--- config.mk ---
export PLATFORM = sky130hd
export DESIGN_NAME = fx_bus_mux
export DESIGN_NICKNAME = d
export VERILOG_FILES = /design/src/rtl/fx_bus_pkg.sv /design/src/rtl/fx_bus_reduce.sv /design/src/rtl/fx_bus_mux.sv
export SDC_FILE = /design/constraint.sdc
export NUM_CORES = 1
export LEC_CHECK = 0
export CAP_MARGIN = 20
export CORE_ASPECT_RATIO = 1.25
export CORE_MARGIN = 4
export CORE_UTILIZATION = 33
export CTS_CLUSTER_DIAMETER = 80
export DETAILED_ROUTE_END_ITERATION = 8
export GPL_TIMING_DRIVEN = 0
export PLACE_DENSITY = 0.76
export RECOVER_POWER = 100
export SYNTH_ARGS = -nofsm -noshare
export SYNTH_HDL_FRONTEND = slang
export SYNTH_SLANG_ARGS = --single-unit
export TNS_END_PERCENT = 50
--- constraint.sdc ---
create_clock -name clk_sys -period 1.85 [get_ports clk_sys]
set_input_delay 0.2775 -clock clk_sys [delete_from_list [all_inputs] [get_ports clk_sys]]
set_output_delay 0.2775 -clock clk_sys [all_outputs]
set_load 0.05 [all_outputs]
--- src/rtl/fx_bus_pkg.sv ---
// fx_bus_pkg: shared definitions for the FX register bus read-return path.
//   fx_state_e : read FSM states (ST_IDLE, ST_WAIT)
//   ERR_*      : err_code values reported with each returned word
//   CNT_W      : width of the saturating collision counter
package fx_bus_pkg;

    typedef enum logic {
        ST_IDLE,
        ST_WAIT
    } fx_state_e;

    localparam logic [1:0] ERR_OK   = 2'b00;
    localparam logic [1:0] ERR_TMO  = 2'b01;
    localparam logic [1:0] ERR_COLL = 2'b10;

    localparam int CNT_W = 8;

endpackage

--- src/rtl/fx_bus_reduce.sv ---
// fx_bus_reduce: combinational ack-masked OR-reduce of N_CH channel words.
//   ch_q      in  N_CH*DW  channel data, channel i at [i*DW +: DW]
//   ch_ack    in  N_CH     per-channel response valid
//   red_q     out DW       OR over channels of (data & ack)
//   any_ack   out 1        at least one ack bit set
//   multi_ack out 1        two or more ack bits set (collision)
module fx_bus_reduce #(
    parameter int N_CH = 8,
    parameter int DW   = 8
) (
    input  logic [N_CH*DW-1:0] ch_q,
    input  logic [N_CH-1:0]    ch_ack,
    output logic [DW-1:0]      red_q,
    output logic               any_ack,
    output logic               multi_ack
);

    always_comb begin
        red_q     = '0;
        any_ack   = 1'b0;
        multi_ack = 1'b0;
        for (int unsigned i = 0; i < N_CH; i++) begin
            red_q = red_q | (ch_q[i*DW +: DW] & {DW{ch_ack[i]}});
            // A second ack after any earlier one flags a collision.
            if (ch_ack[i]) begin
                multi_ack = multi_ack | any_ack;
                any_ack   = 1'b1;
            end
        end
    end

endmodule

--- src/rtl/fx_bus_mux.sv ---
// fx_bus_mux: read-data return path for the FX register bus.
// Accepts a read strobe, waits for slave acks, returns one registered word.
//   clk_sys  in  1        system clock
//   rst      in  1        synchronous active-high reset
//   rd_req   in  1        read strobe, accepted only in IDLE
//   ch_q     in  N_CH*DW  channel data
//   ch_ack   in  N_CH     per-channel response valid
//   clr_cnt  in  1        clears coll_cnt (wins over increment)
//   fx_q     out DW       registered read data
//   fx_vld   out 1        one-cycle pulse, fx_q valid
//   fx_err   out 1        pulses with fx_vld on timeout/collision
//   err_code out 2        status of last read, held until next fx_vld
//   coll_cnt out 8        saturating collision count
//   busy     out 1        high while waiting for a response
module fx_bus_mux
    import fx_bus_pkg::*;
#(
    parameter int            N_CH    = 8,
    parameter int            DW      = 8,
    parameter int            TIMEOUT = 16,
    parameter logic [DW-1:0] DFLT    = '1
) (
    input  logic               clk_sys,
    input  logic               rst,
    input  logic               rd_req,
    input  logic [N_CH*DW-1:0] ch_q,
    input  logic [N_CH-1:0]    ch_ack,
    input  logic               clr_cnt,
    output logic [DW-1:0]      fx_q,
    output logic               fx_vld,
    output logic               fx_err,
    output logic [1:0]         err_code,
    output logic [CNT_W-1:0]   coll_cnt,
    output logic               busy
);

    localparam int TW = $clog2(TIMEOUT + 1);

    fx_state_e     state;
    logic [TW-1:0] timer;
    logic [DW-1:0] red_q;
    logic          any_ack;
    logic          multi_ack;

    fx_bus_reduce #(
        .N_CH (N_CH),
        .DW   (DW)
    ) u_reduce (
        .ch_q      (ch_q),
        .ch_ack    (ch_ack),
        .red_q     (red_q),
        .any_ack   (any_ack),
        .multi_ack (multi_ack)
    );

    always_ff @(posedge clk_sys) begin
        if (rst) begin
            state    <= ST_IDLE;
            timer    <= '0;
            fx_q     <= '0;
            fx_vld   <= 1'b0;
            fx_err   <= 1'b0;
            err_code <= ERR_OK;
            coll_cnt <= '0;
            busy     <= 1'b0;
        end else begin
            fx_vld <= 1'b0;
            fx_err <= 1'b0;
            if (clr_cnt) begin
                coll_cnt <= '0;
            end
            unique case (state)
                ST_IDLE: begin
                    // Acks seen here are stray and deliberately dropped.
                    if (rd_req) begin
                        state <= ST_WAIT;
                        timer <= '0;
                        busy  <= 1'b1;
                    end
                end
                ST_WAIT: begin
                    // Ack is tested first so an ack on the final cycle beats timeout.
                    if (any_ack) begin
                        state  <= ST_IDLE;
                        busy   <= 1'b0;
                        fx_q   <= red_q;
                        fx_vld <= 1'b1;
                        if (multi_ack) begin
                            err_code <= ERR_COLL;
                            fx_err   <= 1'b1;
                            if (!clr_cnt && coll_cnt != '1) begin
                                coll_cnt <= coll_cnt + CNT_W'(1);
                            end
                        end else begin
                            err_code <= ERR_OK;
                        end
                    end else if (timer == TW'(TIMEOUT - 1)) begin
                        state    <= ST_IDLE;
                        busy     <= 1'b0;
                        fx_q     <= DFLT;
                        fx_vld   <= 1'b1;
                        fx_err   <= 1'b1;
                        err_code <= ERR_TMO;
                    end else begin
                        timer <= timer + TW'(1);
                    end
                end
                default: state <= ST_IDLE;
            endcase
        end
    end

endmodule

==> summary.md <==
| Metric | Value |
|---|---|
| Hold buffers post-CTS | `0` |
| Clk Latency, worst-skew pair | `0.26 ns` |
| IO Pins | `97` |
| Syn Inst Count | `193` |
| Hold Worst Slack | `0.494 ns` |
| Crit Path Max Fanout | `4` |
| Period utilization | `99.3%` |
| Crit path required time | `2.04 ns` |
| Critical path type | `in2reg` |
| Async SR Flop Fraction | `0%` |
| Worst vdd ir | `0.246 mV` |
| Clock Skews | `0.00350 ns` |
| Finish-stage setup viols | `0` |
| Nets@finish | `380` |
| R2r setup slk | `0.06 ns` |
| Number of buffers created by CTS | `3` |
| Count of flip-flops with a built-in enable after synthesis | `0` |
| Power Density | `492 mW/mm^2` |
| GPL Wtd Cong | `0.793` |
| Fillcell total | `406` |
| Vias in the first global route | `1925` |
| HP Class | `reg2reg` |
| Max-Cap Viols | `0` |
| DRT iter0 DRCs | `179` |
| Initial antenna violation count | `0` |
| Layout area overhead | `76.8%` |
| Drt wl/cell | `15.4 um` |
| TritonCTS clock tree | `done` |
| Gr usage total | `17.3%` |
| Die ar. | `0.00594 sq mm` |
| Synth warn | `0` |
| Mapped cell area | `0.00157 sq mm` |
| Max Clock Freq | `544 MHz` |
| Most frequent cells in the layout | `clkdlybuf4s50_1 (81), a22oi_1 (32), nor2_1 (30)` |
| Routed WL | `5.53 mm` |
| Core area | `0.00449 sq mm` |
| DRC violations left | `0` |
| Cell repeated most along the worst path | `or4_4` |
| Largest net degree at the start of global routing | `15` |
| Post-synth cell types | `37` |
| Syn_area_per_cell | `8.15 sq um` |
| Post-Syn Nets | `272` |
| Grt total ovfl | `0` |
| Leak | `1.04 nW` |
| Share of layout cells above drive strength 1 | `16.3%` |
| Clock Tree Root | `clkbuf_8` |
| CP arrival | `2.03 ns` |
| Final slew viol count | `0` |
| Setup TNS | `0 ns` |
| Worst-Margin Slew | `0.595 ns` |
| H-tree lvl count | `1` |
| Worst-path cell with the longest stage delay | `or4_4` |
| Tmin final | `1.84 ns` |
| Vias | `1929` |
| Die Span X | `69.7 um` |
| Cell Chain, Critical Path | `buf_6, or4_4, or4_4, and4_4, nand4_1, mux2i_1` |
| Slew headroom | `60.5%` |
| Top_reg_cell synth | `dfxtp_1` |
| Via density | `5.39` |
| Drt pass-1 iters | `4` |
| Height of the die | `85.2 um` |
| Final Hold Viols | `0` |
| CTS sink cnt | `27` |
| Max clock buf depth | `2` |
| Commonest non-fill, non-tap cell in the layout | `clkdlybuf4s50_1` |
| CP max stage delay | `0.57 ns` |
| Sequential fraction of the synthesis area | `34.4%` |
| Initial Utilization | `35.0%` |
| Diodes inserted | `0` |
| DP Wirelength | `4.28 mm` |
| #FFs+latches synth | `27` |
| Worst-path clk slew | `0.09 ns` |
| Global-route wire length before repair | `8.56 mm` |
| Input/output buffers | `95` |
| Crit start category | `input port` |
| Status | `completed` |
| Row count | `27` |
| Worst Setup End Kind | `flip-flop` |
| RSZ-0062 raised after global routing | `yes` |
| Antenna-violating nets left | `0` |
## path summary, 6_finish.rpt
kind | start | to | cells after the start
worst max-delay path | ch_ack[3] | coll_cnt[7] | 6
worst min register to register | coll_cnt[3] | coll_cnt[3] | 2
worst min-delay path | coll_cnt[3] | coll_cnt[3] | 2
worst max register to register | timer[0] | timer[4] | 7
## stage by stage
step	instances	utilization [%]	worst slack (ns)	total power (W)	instance area, sq um
final	358	61.9	0.0123	0.00137	2780
after detailed placement	346	57.9	-0.528	0.00105	2600
after global placement	346	57.9	-0.488	0.00104	2600
after CTS	354	60.2	0.000357	0.00137	2710
after global routing	358	61.9	-0.0277	0.00144	2780
after floorplan	193	-	0.0116	0.000814	1580
## state kept, by name (all words and copies together) (netlist names)
register,flops
coll_cnt,8
fx_q,8
fx_err,1
fx_vld,1
busy,1
state,1
err_code,2
timer,5
## cells by family (layout without fill, tap and decap cells)
logic type	Yosys count	in the layout	synth area share (%)
and+or+nand+nor	82	82	29.0
DFF	27	27	34.4
xor gates and xnor gates	1	1	0.557
AOI/OAI and AO/OA	62	62	26.8
buffers and inverters	16	123	5.57
adders and majority gates	4	4	3.02
muxes	1	1	0.636
## cells in the mapped netlist, drive strengths merged (2+ instances only)
cell	number	area share, %
ha	3	2.4
or3	2	0.80
nand4	11	4.8
nor4	2	1.2
or4	5	2.9
o21ai	5	1.6
nor2	30	7.2
a211oi	5	2.4
nand2	6	1.4
and3	5	2.0
a21oi	12	3.8
nor3	9	2.9
clkbuf	4	0.95
inv	3	0.72
a22oi	32	15
buf	9	3.9
o31ai	4	1.9
nand3	6	1.9
dfxtp	27	34
## power by group
group          switching [W]  internal (W)  total, W  leakage, nW
registers          0.0000142      0.000600  0.000614        0.223
logic               0.000197      0.000236  0.000433        0.790
clock network       0.000167      0.000154  0.000321       0.0228
total               0.000379      0.000990   0.00137         1.04
## cell type report
type | count | area, sq um | area share [%]
timing repair buffer | 105 | 1020 | 36.7
inverter | 3 | 11.3 | 0.405
tap | 58 | 72.6 | 2.61
buffer | 11 | 87.6 | 3.15
multi-input combinational | 150 | 998 | 35.9
clock buffer | 4 | 45.0 | 1.62
sequential | 27 | 547 | 19.7
## layer usage
layer | part of all wire, % | global-route usage (%) | up-vias
met5 | 0 | 0 | -
met4 | 2.3 | 6.97 | 0
met3 | 7.1 | 3.08 | 10
met2 | 51 | 32.6 | 87
met1 | 40 | 19.1 | 874
li1 | - | - | 958
## worst max-delay path: cells and delay by family
family                 cells  cell delay [ns]
buffers and inverters      1             0.09
multiplexers               1             0.21
AND/OR/NAND/NOR            4             1.45
## what timing repair did
item                       in CTS  in global routing
gates cloned                    0                  1
setup buffers                   4                  5
setup endpoints to repair      20                 22
gates resized for setup        19                 24
pin swaps                       6                  6
(Power assumes the default switching activity.)
